<file path="src/rtl/heap_pq_param.sv">
`default_nettype none
// ============================================================================
// Module   : heap_pq_param
// Brief    : RAM-backed binary-heap priority queue (min or max) with
//            ENQ / DEQ / REPLACE operations and a registered head shadow.
// Revision : 1.0 - initial release
// ============================================================================
module heap_pq_param #(
    parameter int KW       = 16,
    parameter int VW       = 16,
    parameter int CAP      = 15,
    parameter bit MAX_MODE = 1'b0
) (
    input  logic                       clk,
    input  logic                       rst,
    input  logic                       enq,
    input  logic                       deq,
    input  logic [KW-1:0]              kvi_key,
    input  logic [VW-1:0]              kvi_val,
    output logic [KW-1:0]              kvo_key,
    output logic [VW-1:0]              kvo_val,
    output logic [$clog2(CAP+1)-1:0]   count,
    output logic                       full,
    output logic                       empty,
    output logic                       busy
);
    localparam int IW = $clog2(CAP + 1);
    localparam int IT = KW + VW;
    localparam logic [IW-1:0] c_one = IW'(1);
    localparam logic [IW-1:0] c_cap = IW'(CAP);

    typedef enum logic [3:0] {
        S_IDLE   = 4'd0,
        S_ENQ_WR = 4'd1,
        S_UP_RD  = 4'd2,
        S_UP_CMP = 4'd3,
        S_UP_WC  = 4'd4,
        S_DEQ_RD = 4'd5,
        S_DEQ_WR = 4'd6,
        S_DN_RDL = 4'd7,
        S_DN_RDR = 4'd8,
        S_DN_CMP = 4'd9,
        S_DN_SWP = 4'd10,
        S_DN_SW2 = 4'd11
    } state_t;

    state_t          r_state, w_next;
    logic [IW-1:0]   r_count, r_idx, r_child;
    logic [IT-1:0]   r_cur, r_par, r_left, r_head, r_rdata;
    logic            r_has_r;
    logic [IT-1:0]   mem [0:CAP];

    logic            w_we;
    logic [IW-1:0]   w_addr;
    logic [IT-1:0]   w_wdata;
    logic [IW-1:0]   w_parent;
    logic [IW:0]     w_left, w_right;
    logic            w_do_rep, w_do_deq, w_do_enq;
    logic [IT-1:0]   w_best;
    logic [IW-1:0]   w_best_idx;
    logic            w_cur_best;
    logic [IT-1:0]   w_kvi;

    function automatic logic better(input logic [KW-1:0] a, input logic [KW-1:0] b);
        return MAX_MODE ? (a > b) : (a < b);
    endfunction

    assign w_kvi    = {kvi_key, kvi_val};
    assign w_parent = r_idx >> 1;
    assign w_left   = {r_idx, 1'b0};
    assign w_right  = {r_idx, 1'b1};
    assign w_do_rep = enq && deq && !empty;
    assign w_do_deq = !w_do_rep && deq && !empty;
    assign w_do_enq = !w_do_rep && !w_do_deq && enq && !full;

    assign count   = r_count;
    assign full    = (r_count == c_cap);
    assign empty   = (r_count == '0);
    assign busy    = (r_state != S_IDLE);
    assign kvo_key = r_head[IT-1:VW];
    assign kvo_val = r_head[VW-1:0];

    // Single-port RAM: a write cycle does not refresh the read register.
    always_ff @(posedge clk) begin
        if (w_we) begin
            mem[w_addr] <= w_wdata;
        end else begin
            r_rdata <= mem[w_addr];
        end
    end

    // Sift-down selection; right child must strictly beat the current best.
    always_comb begin
        w_best     = r_cur;
        w_best_idx = r_idx;
        w_cur_best = 1'b1;
        if (better(r_left[IT-1:VW], r_cur[IT-1:VW])) begin
            w_best     = r_left;
            w_best_idx = w_left[IW-1:0];
            w_cur_best = 1'b0;
        end
        if (r_has_r && better(r_rdata[IT-1:VW], w_best[IT-1:VW])) begin
            w_best     = r_rdata;
            w_best_idx = w_right[IW-1:0];
            w_cur_best = 1'b0;
        end
    end

    always_ff @(posedge clk) begin
        if (rst) begin
            r_state <= S_IDLE;
        end else begin
            r_state <= w_next;
        end
    end

    always_comb begin
        w_next  = r_state;
        w_we    = 1'b0;
        w_addr  = r_idx;
        w_wdata = r_cur;
        case (r_state)
            S_IDLE: begin
                if (w_do_rep) begin
                    w_we    = 1'b1;
                    w_addr  = c_one;
                    w_wdata = w_kvi;
                    w_next  = S_DN_RDL;
                end else if (w_do_deq) begin
                    w_next = S_DEQ_RD;
                end else if (w_do_enq) begin
                    w_next = S_ENQ_WR;
                end
            end
            S_ENQ_WR: begin
                w_we   = 1'b1;
                w_next = (r_idx == c_one) ? S_IDLE : S_UP_RD;
            end
            S_UP_RD: begin
                w_addr = w_parent;
                w_next = S_UP_CMP;
            end
            S_UP_CMP: begin
                if (better(r_cur[IT-1:VW], r_rdata[IT-1:VW])) begin
                    w_we   = 1'b1;
                    w_addr = w_parent;
                    w_next = S_UP_WC;
                end else begin
                    w_next = S_IDLE;
                end
            end
            S_UP_WC: begin
                w_we    = 1'b1;
                w_wdata = r_par;
                w_next  = (w_parent == c_one) ? S_IDLE : S_UP_RD;
            end
            S_DEQ_RD: begin
                w_next = S_DEQ_WR;
            end
            S_DEQ_WR: begin
                if (r_count == '0) begin
                    w_next = S_IDLE;
                end else begin
                    w_we    = 1'b1;
                    w_addr  = c_one;
                    w_wdata = r_rdata;
                    w_next  = S_DN_RDL;
                end
            end
            S_DN_RDL: begin
                if (w_left > {1'b0, r_count}) begin
                    w_next = S_IDLE;
                end else begin
                    w_addr = w_left[IW-1:0];
                    w_next = S_DN_RDR;
                end
            end
            S_DN_RDR: begin
                w_addr = w_right[IW-1:0];
                w_next = S_DN_CMP;
            end
            S_DN_CMP: begin
                w_next = w_cur_best ? S_IDLE : S_DN_SWP;
            end
            S_DN_SWP: begin
                w_we    = 1'b1;
                w_wdata = r_par;
                w_next  = S_DN_SW2;
            end
            S_DN_SW2: begin
                w_we   = 1'b1;
                w_addr = r_child;
                w_next = S_DN_RDL;
            end
            default: w_next = S_IDLE;
        endcase
    end

    always_ff @(posedge clk) begin
        if (rst) begin
            r_count <= '0;
            r_idx   <= '0;
            r_child <= '0;
            r_cur   <= '0;
            r_par   <= '0;
            r_left  <= '0;
            r_head  <= '0;
            r_has_r <= 1'b0;
        end else begin
            if (w_we && (w_addr == c_one)) begin
                r_head <= w_wdata;
            end
            case (r_state)
                S_IDLE: begin
                    if (w_do_rep) begin
                        r_cur <= w_kvi;
                        r_idx <= c_one;
                    end else if (w_do_deq) begin
                        r_count <= r_count - c_one;
                        r_idx   <= r_count;
                    end else if (w_do_enq) begin
                        r_cur   <= w_kvi;
                        r_idx   <= r_count + c_one;
                        r_count <= r_count + c_one;
                    end
                end
                S_UP_CMP: r_par <= r_rdata;
                S_UP_WC:  r_idx <= w_parent;
                S_DEQ_WR: begin
                    r_cur <= r_rdata;
                    r_idx <= c_one;
                end
                S_DN_RDR: begin
                    r_left  <= r_rdata;
                    r_has_r <= (w_right <= {1'b0, r_count});
                end
                S_DN_CMP: begin
                    r_par   <= w_best;
                    r_child <= w_best_idx;
                end
                S_DN_SW2: r_idx <= r_child;
                default: ;
            endcase
        end
    end
endmodule
`default_nettype wire

</file>
<file path="config.mk">
export PLATFORM = sky130hd
export DESIGN_NAME = heap_pq_param
export DESIGN_NICKNAME = d
export VERILOG_FILES = /design/src/rtl/heap_pq_param.sv
export SDC_FILE = /design/constraint.sdc
export NUM_CORES = 1
export LEC_CHECK = 0
export BUFFER_PORTS_ARGS = -buffer_cell sky130_fd_sc_hd__buf_4
export CORE_MARGIN = 2
export CORE_UTILIZATION = 60
export DETAILED_ROUTE_END_ITERATION = 7
export PLACE_DENSITY_LB_ADDON = 0.15
export SLEW_MARGIN = 20
export SYNTH_ARGS = -nofsm -noshare
export SYNTH_HDL_FRONTEND = slang
export SYNTH_SLANG_ARGS = --single-unit
</file>
<file path="constraint.sdc">
create_clock -name clk -period 4.9 [get_ports clk]
set_input_delay 0.245 -clock clk [delete_from_list [all_inputs] [get_ports clk]]
set_output_delay 0.245 -clock clk [all_outputs]
set_load 0.005 [all_outputs]
</file>
==> flow_metrics.env <==
export IMPL_r2r_end="r_par[19]"
export IMPL_antenna_found_initial=2
export IMPL_synth_area_top_cells="edfxtp_1 (55%), dfxtp_1 (9.7%), mux2i_1 (6.8%)"
export IMPL_rr_worst_depth=19
export IMPL_synth_cell_types=70
export IMPL_crit_type="reg2reg"
export IMPL_cts_buffer_depth=3
export IMPL_min_period_ns=4.64
export IMPL_highest_layer="met4"
export IMPL_hold_path_class="in2reg"
export IMPL_peakVddDrop_mv=0.803
export IMPL_drive_gt1_share_pct=16.4
export IMPL_p_leak_uw=0.0118
export IMPL_crit_buf_inv=3
export IMPL_fp_coreArea_um2=49100
export IMPL_yosysMostFrequentCell="edfxtp_1"
export IMPL_hold_viol_final=0
export IMPL_path_max_fanout=19
export IMPL_cp_cell_sequence="inv_1 -> ha_1 -> a21o_1 -> a21o_1 -> a21oi_1 -> o221ai_1 -> a21oi_4 -> buf_4 -> nor2_1 -> a21oi_1 -> ha_1 -> a21o_1 -> a21oi_1 -> o22ai_1 -> o21ai_0 -> o2111ai_1 -> o21a_2 -> buf_4 -> a221oi_1"
export IMPL_finalSetupViolCount=0
export IMPL_path_depth=19
export IMPL_synth_top_area_cell="edfxtp_1"
export IMPL_met3_length_um=8130
export IMPL_routed_wl_met2_um=37300
export IMPL_cts_root_buf="clkbuf_16"
export IMPL_syn_inst=2252
export IMPL_n_antenna_cell=0
export IMPL_via_per_inst=6.51
export IMPL_cts_buffers=70
export IMPL_max_slew_margin_pct=29.5
export IMPL_setup_tns_final_ns=0
export IMPL_netlist_area_um2=29900
export IMPL_powerDensity_nw_per_um2=792
export IMPL_rows=81
export IMPL_synth_edf_count=544
export IMPL_slew_viol_final=0
export IMPL_ys_flop_type="edfxtp_1"
export IMPL_period_share_pct=94.8
export IMPL_placed_cells=2926
export IMPL_rsz0062_at_grt="no"
export IMPL_clkTransAtPathRegs_ns=0.06
export IMPL_cp_end_kind="register"
export IMPL_cts_tree="done"
export IMPL_max_stage_delay_ns=0.41
export IMPL_gp_congestion=0.907
export IMPL_finClkSkew_ns=0.0279
export IMPL_cp_startpoint="r_cur[29]"
export IMPL_port_buffers=74
export IMPL_dp_hpwl_um=50000
export IMPL_violations="DRC"
export IMPL_antenna_left=0
export IMPL_met1_length_um=32800
export IMPL_grt_max_degree=81
export IMPL_grt_pass1_wl_um=119000
export IMPL_fp_dieH_um=227
export IMPL_worst_pin_slew_ns=1.06
export IMPL_reg2reg_slack_ns=0.26
export IMPL_die_area_um2=51600
export IMPL_avgSynthCellArea_um2=13.3
export IMPL_synth_cells_most_frequent="edfxtp_1 (544), nand2_1 (288), mux2i_1 (203)"
export IMPL_ys_seq_elements=689
export IMPL_rr_startpoint="r_cur[29]"
export IMPL_required_ns=5.40
export IMPL_layout_nets=2443
export IMPL_max_freq_mhz=215
export IMPL_routed_wl_um=80700
export IMPL_worst_slack_ns=0.255
export IMPL_area_growth_pct=14.0
export IMPL_grt_overflow=0
export IMPL_yosysSeqAreaShare_pct=64.4
export IMPL_start_util_pct=60.9
export IMPL_wl_per_cell_um=26.3
export IMPL_first_iter_violations=2349
export IMPL_cts_setup_buffers=0
export IMPL_track_usage_pct=31.6
export IMPL_drcViolationCount=16
export IMPL_cp_slowest_cell="o21a_2"
export IMPL_insertion_delay_ns=0.61
export IMPL_vias=20003
export IMPL_synth_fp_nets=2341
export IMPL_die_width_um=227
export IMPL_clock_sinks=689
export IMPL_crit_family="compound AO/OA/AOI/OAI gates"
export IMPL_cts_htree_levels=3
export IMPL_drt_pass1_iter_count=8
export IMPL_dp_slack_ns=0.0917
export IMPL_cp_start_kind="register"
export IMPL_grt_pass1_vias=19419
export IMPL_yosysWarnings=0
export IMPL_async_flop_share_pct=0
export IMPL_critical_path_endpoint="r_par[19]"
export IMPL_synth_top_area_share_pct=54.7
export IMPL_instances_no_fill=3072
export IMPL_max_cap_violations=0
export IMPL_status="finished, violations left"
export IMPL_ios=75
export IMPL_arrival_ns=5.14
state kept, by name, summed over array words and instances, names as in the netlist:
signal,flops
r_par,32
r_rdata,32
r_head,32
r_state,4
r_child,4
r_idx,4
r_has_r,1
mem,512
r_cur,32
count,4
r_left,32
metal layers:
layer	vias to the layer above	GRT usage (%)
met5	-	0
met4	0	10.7
met3	173	7.07
met1	9896	44.0
li1	8901	-
met2	1033	49.4
power by group:
part	internal [uW]	switching (uW)
Clock	3040	2220
Combinational	4500	8020
Sequential	8480	717
Total	16000	11000
worst reg2reg max path: stages (launching register included):
cell       delay, ns
dfxtp_1         0.38
inv_1           0.09
ha_1            0.31
a21o_1          0.16
a21o_1          0.16
a21oi_1         0.19
o221ai_1        0.25
a21oi_4         0.31
buf_4           0.30
nor2_1          0.06
a21oi_1         0.20
ha_1            0.29
a21o_1          0.19
a21oi_1         0.16
o22ai_1         0.09
o21ai_0         0.20
o2111ai_1       0.20
o21a_2          0.41
buf_4           0.27
a221oi_1        0.32
final cells by class:
class                           count  area, um^2
Tap cell                          664         831
Clock buffer                       93        1930
Multi-Input combinational cell   1354        9930
Fill cell                        3462       15000
Timing Repair Buffer              189        1630
Inverter                           50         188
Clock inverter                     33         322
Sequential cell                   689       19200
cell families (layout without fill, tap and decap cells):
logic type | count (synthesis) | count (layout) | synth area share [%]
AND/OR/NAND/NOR | 567 | 567 | 8.14
XOR/XNOR | 5 | 5 | 0.147
adder cells (fa/ha/maj) | 53 | 53 | 2.22
flip-flops | 689 | 689 | 64.4
buffers and inverters | 209 | 365 | 3.16
multiplexers | 245 | 245 | 8.38
AO/OA/AOI/OAI | 484 | 484 | 13.6
timing repair:
action / 4_1_cts / 5_1_grt
setup endpoints to repair: 0 / 33
gates resized for setup: 0 / 3
endpoints found under the hold margin: 20 / 0
hold buffers: 20 / 0
worst min path at each step:
stage	start	end	slack [ns]	depth (start not counted)
3_3_place_gp	r_left[4]	r_left[4]	0.44	2
4_1_cts	kvi_val[13]	r_cur[13]	0.001	3
6_report	kvi_val[13]	r_cur[13]	0.02	3
3_5_place_dp	r_left[13]	r_left[13]	0.44	2
2_1_floorplan	r_left[0]	r_left[0]	0.43	2
5_1_grt	kvi_val[13]	r_cur[13]	0.005	3
layout by cell type (no fill, tap or decap), types with 15 or more instances in the layout:
cell type and instances:
edfxtp_1 544, inv_1 48, o21ai_0 17, a21oi_1 73
a211oi_1 51, mux2_2 42, nand2_1 288, a32o_1 64
a21o_1 20, dlygate4sd3_1 20, clkbuf_1 15, a222oi_1 43
ha_1 53, o211ai_1 35, a221oi_1 18, nor2_1 122
nor3_1 67, o221a_1 31, a211oi_2 30, dfxtp_1 145
clkbuf_16 71, nor2_4 16, a311oi_1 32, mux2i_1 203
buf_4 156
per-stage QoR:
step                hold slack (ns)  util [%]  total power [uW]  area [um^2]
floorplan                     0.434         -             17100        29900
global placement              0.441      64.4             21300        31600
detailed placement            0.444      64.4             21600        31600
CTS                         0.00118      69.4             26800        34100
global route                0.00544      69.4             28100        34100
finish                       0.0213      69.4             27000        34100
Note: power is estimated with default switching activity, not from simulation.
